$ cat src/rtl/mux_pipe_sel.sv
// N-way WIDTH-bit selector feeding a two-entry skid buffer.
// One-cycle latency, full throughput, in_ready driven from registered state.
module mux_pipe_sel #(
  parameter int WIDTH = 32,
  parameter int N_IN  = 4,
  localparam int SEL_W = $clog2(N_IN)
) (
  input  logic                  clk,
  input  logic                  rst_n,
  input  logic [N_IN*WIDTH-1:0] d_in,
  input  logic [SEL_W-1:0]      sel,
  input  logic                  in_valid,
  output logic                  in_ready,
  input  logic                  flush,
  output logic [WIDTH-1:0]      out_data,
  output logic [SEL_W-1:0]      out_sel,
  output logic                  sel_err,
  output logic                  out_valid,
  input  logic                  out_ready
);

  logic [WIDTH-1:0] word;
  logic             bad;

  logic [WIDTH-1:0] main_data_q, main_data_d;
  logic [SEL_W-1:0] main_sel_q, main_sel_d;
  logic             main_err_q, main_err_d;
  logic             main_vld_q, main_vld_d;

  logic [WIDTH-1:0] skid_data_q, skid_data_d;
  logic [SEL_W-1:0] skid_sel_q, skid_sel_d;
  logic             skid_err_q, skid_err_d;
  logic             skid_vld_q, skid_vld_d;

  logic accept;

  // Out-of-range indices select zero and raise the error flag.
  always_comb begin
    word = '0;
    bad  = 1'b1;
    for (int k = 0; k < N_IN; k++) begin
      if (int'(sel) == k) begin
        word = d_in[k*WIDTH +: WIDTH];
        bad  = 1'b0;
      end
    end
  end

  assign in_ready = !skid_vld_q;
  assign accept   = in_valid && in_ready && !flush;

  always_comb begin
    main_data_d = main_data_q;
    main_sel_d  = main_sel_q;
    main_err_d  = main_err_q;
    main_vld_d  = main_vld_q;
    skid_data_d = skid_data_q;
    skid_sel_d  = skid_sel_q;
    skid_err_d  = skid_err_q;
    skid_vld_d  = skid_vld_q;
    if (flush) begin
      main_vld_d = 1'b0;
      skid_vld_d = 1'b0;
    end else if (skid_vld_q && out_ready) begin
      main_data_d = skid_data_q;
      main_sel_d  = skid_sel_q;
      main_err_d  = skid_err_q;
      main_vld_d  = 1'b1;
      skid_vld_d  = 1'b0;
    end else if (accept && (!main_vld_q || out_ready)) begin
      main_data_d = word;
      main_sel_d  = sel;
      main_err_d  = bad;
      main_vld_d  = 1'b1;
    end else if (accept) begin
      skid_data_d = word;
      skid_sel_d  = sel;
      skid_err_d  = bad;
      skid_vld_d  = 1'b1;
    end else if (main_vld_q && out_ready) begin
      main_vld_d = 1'b0;
    end
  end

  always_ff @(posedge clk or negedge rst_n) begin
    if (!rst_n) begin
      main_data_q <= '0;
      main_sel_q  <= '0;
      main_err_q  <= 1'b0;
      main_vld_q  <= 1'b0;
      skid_data_q <= '0;
      skid_sel_q  <= '0;
      skid_err_q  <= 1'b0;
      skid_vld_q  <= 1'b0;
    end else begin
      main_data_q <= main_data_d;
      main_sel_q  <= main_sel_d;
      main_err_q  <= main_err_d;
      main_vld_q  <= main_vld_d;
      skid_data_q <= skid_data_d;
      skid_sel_q  <= skid_sel_d;
      skid_err_q  <= skid_err_d;
      skid_vld_q  <= skid_vld_d;
    end
  end

  assign out_data  = main_data_q;
  assign out_sel   = main_sel_q;
  assign sel_err   = main_err_q;
  assign out_valid = main_vld_q;

endmodule

$ cat config.mk
export PLATFORM = sky130hd
export DESIGN_NAME = mux_pipe_sel
export DESIGN_NICKNAME = d
export VERILOG_FILES = /design/src/rtl/mux_pipe_sel.sv
export SDC_FILE = /design/constraint.sdc
export NUM_CORES = 1
export LEC_CHECK = 0
export ABC_CLOCK_PERIOD_IN_PS = 1950
export CORE_ASPECT_RATIO = 0.6
export CORE_MARGIN = 2
export CORE_UTILIZATION = 34
export CTS_CLUSTER_DIAMETER = 60
export DETAILED_ROUTE_END_ITERATION = 6
export PLACE_DENSITY = 0.67
export SKIP_CTS_REPAIR_TIMING = 1
export SYNTH_ARGS = -nofsm -noshare
export SYNTH_HDL_FRONTEND = slang
export SYNTH_SLANG_ARGS = --single-unit
$ cat constraint.sdc
create_clock -name clk -period 1.95 [get_ports clk]
set_input_delay 0.585 -clock clk [delete_from_list [all_inputs] [get_ports clk]]
set_output_delay 0.585 -clock clk [all_outputs]
set_load 0.05 [all_outputs]
==> metrics.md, run 1 <==
| Metric | Value |
|---|---|
| Status | `finished, final reports clean` |
| Slew Limit Fails | `0` |
| DR iter-0 viols | `approximately 130` |
| Post-Syn Area | `0.00385 sq mm` |
| Adder-Cell Fraction of Synth Area | `0` |
| Yosys reg bits | `72` |
| Post-synthesis xor/xnor area fraction | `0` |
| Number of vias per cell | `about 5.5` |
| Arrival @ worst endpoint | `between 1000 and 1500 ps` |
| Logic pwr share | `0.330` |
| Vias in the first global route | `3200` |
| Layout Skew | `5.07 ps` |
| RD Place Congestion | `just over 0.7` |
| Main combinational cell family by area after synthesis | `multiplexers` |
| Core area | `roughly 0.011 sq mm` |
| Leading cell type in the layout, fill and taps excluded | `clkdlybuf4s50_1` |
| Total die area | `between 0.01 and 0.015 sq mm` |
| ANT cells | `0` |
| Crit path kind | `flip-flop to primary output` |
| Final setup viols | `0` |
| Max IR drop VDD | `about 440 uV` |
| Sw frac | `0.316` |
| DP HPWL | `roughly 8300 um` |
| Cells after synthesis | `roughly 250` |
| Proportion of layout cells with a drive suffix above 1 | `0.340` |
| PD cells | `around 860 mW/mm^2` |
| Congestion Overflow GR | `0` |
| Clk slew on worst S/H paths | `50 ps` |
| Chip Width | `approximately 140 um` |
| DRT Wirelength | `approximately 11000 um` |
| Fin nets | `~560` |
| Sequential power share | `0.393` |
| First-pass GRT wire length | `17300 um` |
| FMAX | `around 540 MHz` |
| RSZ-0062 raised after global routing | `no` |
| Type of the tightest min-delay check | `primary input to async pin` |
| Mapped Nets | `a little under 400` |
| Initial antenna violation count | `0` |
| Int Power | `approximately 3.5 mW` |
| Yosys warns | `0` |
| Post-route DRC | `0` |
| CTS tree | `built` |
| Die Span Y | `around 86 um` |
| Drt wl/cell | `just under 20 um` |
| Most frequent cells in the layout | `131 x clkdlybuf4s50_1, 71 x dfrtp_1, 54 x buf_4, 38 x mux2_2` |
| Inst Count DP | `roughly 560` |
| Clock root buffer | `clkbuf_16` |
| Post-synthesis compound-gate area fraction | `0.0991` |
| TNS Setup | `0 ps` |
| Later-pin clock latency in the skew report | `roughly 330 ps` |
| Count of different cell masters after synthesis | `23` |
| Area Growth Syn to Fin | `55.7%` |
| H-tree levels | `3` |
| Finished Layout Cells | `between 500 and 600` |
| Multiplexer share of the synthesized area | `0.301` |
| Final hold slack | `approximately 200 ps` |
| Initial Utilization | `0.344` |
| Seq/Total Area, Yosys | `0.468` |
| Max-cap violation count | `0` |
| Tcrit/Tclk final | `0.949` |
| Row cnt | `30` |
| Critical path startpoint category | `flip-flop` |
| Static leakage | `2.54 nW` |
| # port buffers | `about 170` |
| Psw | `about 1.6 mW` |
| Least-Margin Pin Slew | `around 450 ps` |
| Clock Tree Buf Depth | `2` |
| CP Data Required Time | `roughly 1400 ps` |
| Total power | `approximately 5.2 mW` |
| I/O Pins | `172` |
| CTS Sinks | `between 70 and 80` |
| Slew HR | `0.697` |
| Avg Cell Area, Syn | `about 15 sq um` |
| Post-route ant nets | `0` |
| Largest net degree at the start of global routing | `40` |
| Fin. Hold Viols | `0` |
| Final min period | `between 1500 and 2000 ps` |
| GRT Util Overall | `0.187` |
| Simple-Gate Fraction of Synth Area | `0.0883` |
| Clock network power share | `0.277` |
| DRT Pass-1 Iters | `4` |
| CTS Buf Count | `9` |
| Worst-path fanout max | `19` |
| Vias | `~3100` |
| Crit end category | `primary output` |
==> critical path, cell delays in order, from the launching register on <==
cell and delay (ps):
dfrtp_2 460, buf_6 220, inv_1 60, buf_4 190
==> final cells by class <==
type,instances,area (sq um)
Fill cell,937,5190
Multi-Input combinational cell,147,1890
Timing Repair Buffer,194,1860
Sequential cell,72,1800
Clock buffer,10,239
Tap cell,144,180
Inverter,4,15.0
Clock inverter,2,10.0
==> cell usage after synthesis, drive strengths merged <==
cell type  instances  area [sq um]
a2111oi            1          27.5
mux2              38           428
nand2b             1          6.26
nor3b              1          7.51
clkbuf            11          41.3
nor3               1          5.00
a31oi              1          6.26
o221ai             1          15.0
a21o               1          7.51
mux4              32           732
a221o             32           320
nand2              2          7.51
inv                4          15.0
and4              32           280
nor2               1          3.75
a21oi              1          5.00
buf               17           113
nand4b             1          23.8
and2               1          6.26
dfrtp             72          1800
==> cell families after synthesis <==
group                  count (synthesis)
multiplexers                          70
flip-flops                            72
AND/OR/NAND/NOR                       40
buffers and inverters                 32
AO/OA/AOI/OAI                         37
==> routing by layer <==
metal | vias to the layer above | part of all wire | global-route usage
met5 | - | 0 | 0
met4 | 0 | 0.0056 | 0.0273
met3 | 6 | 0.10 | 0.0873
met2 | 144 | 0.45 | 0.298
met1 | 1585 | 0.44 | 0.240
li1 | 1408 | - | -
==> through the flow <==
step,utilization,cell area (sq um),setup slack [ps]
floorplan,-,3850,92.9
global placement,0.514,5740,-188
detailed placement,0.514,5740,-209
CTS,0.536,5990,-72.0
global route,0.536,6000,27.6
finish,0.536,6000,100
==> path summary, 6_finish.rpt <==
| check | from | end | slack [ps] | cells past startpoint |
|---|---|---|---|---|
| max in group asynchronous | rst_n | skid_vld_q | 1160 | 2 |
| min reg2reg | skid_err_q | skid_err_q | 480 | 1 |
| min in group clk | skid_err_q | skid_err_q | 480 | 1 |
| max reg2reg | out_valid | out_sel[0] | 320 | 4 |
| min | rst_n | out_data[3] | 200 | 1 |
| max | skid_vld_q | in_ready | 100 | 3 |
==> flip-flops by register name, indices dropped and copies added, names as in the netlist <==
signal / flops
out_data: 32
out_sel: 2
out_valid: 1
sel_err: 1
skid_data_q: 32
skid_err_q: 1
skid_sel_q: 2
skid_vld_q: 1
==> power groups by stage <==
stage / logic (mW) / registers, mW / clock network (mW)
floorplan: 0.546 / 2.47 / 0
global placement: 1.68 / 2.03 / 0
detailed placement: 1.72 / 2.05 / 0
CTS: 1.72 / 2.03 / 1.46
global route: 1.80 / 2.07 / 1.52
finish: 1.70 / 2.03 / 1.43
(Power assumes the default switching activity.)
==> run 2, diff against run 1 <==
CTS_CLUSTER_SIZE = 40   (was not set)
GPL_ROUTABILITY_DRIVEN = 0   (was not set)
SLEW_MARGIN = 5   (was not set)
==> results of run 2 <==
Same layout as run 1: the final DEF is identical, and so are final timing and power.
==> run 3, diff against run 2 <==
REMOVE_ABC_BUFFERS = 1   (was not set)
==> metrics.md, run 3 (synthesized netlist as in run 1, its figures left out) <==
| Metric | Value |
|---|---|
| Status | `finished, final reports clean` |
| Clk slew on worst S/H paths | `50 ps (about the same)` |
| Least-Margin Pin Slew | `480 ps (+25.2 ps)` |
| Total power | `5.48 mW (+6.3%)` |
| CTS tree | `built` |
| Die Span Y | `86.5 um (unchanged)` |
| Most frequent cells in the layout | `131 x clkdlybuf4s50_1, 72 x dfrtp_1, 56 x buf_4, 38 x mux2_2` |
| Type of the tightest min-delay check | `primary input to async pin` |
| RSZ-0062 raised after global routing | `no` |
| GRT Util Overall | `0.194 (+0.00768)` |
| Reg-to-reg critical path startpoint | `out_valid` |
| Core area | `0.0112 sq mm (unchanged)` |
| Crit path top cell by count | `buf_4` |
| Slew HR | `0.680 (-0.0168)` |
| Total die area | `0.0122 sq mm (unchanged)` |
| Final min period | `1890 ps (+42.8 ps)` |
| Arrival @ worst endpoint | `1310 ps (+50 ps)` |
| Dpl cell area | `0.00575 sq mm (+0.13%)` |
| Critical Path Start | `skid_vld_q` |
| Proportion of layout cells with a drive suffix above 1 | `0.342 (+0.00148)` |
| Number of vias per cell | `5.47 (-0.28%)` |
| Vias | `3156 (+0.41%)` |
| Drt wl/cell | `19.4 um (+0.70%)` |
| Critical path startpoint category | `flip-flop` |
| Largest net degree at the start of global routing | `38 (-5.0%)` |
| CP Data Required Time | `1360 ps (about the same)` |
| ANT cells | `0 (unchanged)` |
| Initial Utilization | `0.344 (unchanged)` |
| Post-route ant nets | `0 (unchanged)` |
| DP HPWL | `8300 um (about the same)` |
| Crit end category | `primary output` |
| CTS Buf Count | `9 (unchanged)` |
| Fillers | `935 (-0.21%)` |
| First-pass GRT wire length | `18100 um (+4.4%)` |
| Fin. Hold Viols | `0 (unchanged)` |
| Initial antenna violation count | `0 (unchanged)` |
| H-tree levels | `3 (unchanged)` |
| Layout Skew | `6.26 ps (+1.19 ps)` |
| GRT met1 Usage | `0.263 (+0.0238)` |
| Chip Width | `141 um (unchanged)` |
| Area Growth Syn to Fin | `57.6%` |
| Later-pin clock latency in the skew report | `330 ps (about the same)` |
| Clock Tree Buf Depth | `2 (unchanged)` |
| Slowest cell on crit path | `dfrtp_1` |
| Inst Count DP | `562 (+0.18%)` |
| Crit path kind | `flip-flop to primary output` |
| Tcrit/Tclk final | `0.971 (+0.0220)` |
| Max-cap violation count | `0 (unchanged)` |
| Grt met3 use | `0.0724 (-0.0149)` |
| Vias in the first global route | `3370 (+5.3%)` |
| I/O Pins | `172 (unchanged)` |
| DRT Pass-1 Iters | `4 (unchanged)` |
| DRT Wirelength | `11200 um (+1.4%)` |
| DR iter-0 viols | `138 (+9.5%)` |
| Max IR drop VDD | `416 uV (-5.8%)` |
| Row cnt | `30 (unchanged)` |
| Static leakage | `2.58 nW (+1.5%)` |
| Post-route DRC | `0 (unchanged)` |
| GR Layer Usage met2 | `0.301 (+0.00265)` |
| Slowest stage delay, CP | `400 ps (-60 ps)` |
| Dpl ws | `-200 ps (+9.06 ps)` |
| Finished Layout Cells | `577 (+0.70%)` |
| Fin nets | `564 (+0.18%)` |
| # port buffers | `171 (unchanged)` |
| PD cells | `903 mW/mm^2 (+5.0%)` |
| FMAX | `528 MHz (-2.3%)` |
| Leading cell type in the layout, fill and taps excluded | `clkdlybuf4s50_1` |
| Congestion Overflow GR | `0 (unchanged)` |
| Worst-path fanout max | `27 (+8)` |
| Worst path cell trace | `buf_4 > inv_1 > buf_4` |
| GR peak layer | `met2` |
| Slew Limit Fails | `0 (unchanged)` |
| Final WS setup | `57.3 ps (-42.8 ps)` |
| CTS Sinks | `72 (unchanged)` |
| Final Cell Area | `0.00607 sq mm (+1.3%)` |
| Clock root buffer | `clkbuf_16` |
| Final setup viols | `0 (unchanged)` |
-- run 3: changes by cell type in the layout (fill, tap and decap cells not counted), sizes merged --
cell / previous run / this run
buf: 63 / 64
clkinv: 2 / 1
clkbuf: 10 / 12
bufinv: 0 / 2
-- run 3: area by class of cell --
cell class	instances	area [sq um]	share of cell area
sequential	72	1800	0.297
timing repair buffer	195	1860	0.307
multi-input combinational	147	1890	0.312
inverter	4	15.0	0.00247
tap	144	180	0.0297
clock buffer	12	256	0.0422
clock inverter	3	65.1	0.0107
-- run 3: per-layer routing --
metal  up-vias  wire [um]
li1       1402          -
met1      1620       5080
met2       132       5110
met3         2       1020
met4         0         19
met5         -          0
-- run 3: worst max-delay path: cells and delay by family (launching register included) --
| kind | cells | cell delay [ps] |
|---|---|---|
| buffers and inverters | 3 | 570 |
| flip-flops | 1 | 400 |
-- run 3: report_power, final --
| group | internal (mW) | switching [mW] |
|---|---|---|
| logic | 0.824 | 0.867 |
| clock network | 1.18 | 0.582 |
| registers | 1.84 | 0.188 |
-- run 3: path summary, 6_finish.rpt --
check	to	slack, ps	depth (start not counted)
setup / recovery	in_ready	60	3
hold / removal	out_valid	220	1
setup reg to reg	out_data[0]	310	4
hold reg to reg	sel_err	490	1
max in group asynchronous	skid_data_q[5]	1170	2
min in group clk	sel_err	490	1
-- run 3: stage by stage --
stage / utilization / hold WS [ps] / TNS (ps)
after detailed placement: 0.514 / 478 / -9040
after CTS: 0.543 / 221 / 0
after global routing: 0.543 / 245 / 0
after global placement: 0.514 / 463 / -6110
final: 0.543 / 216 / 0
after floorplan: - / 289 / -7700
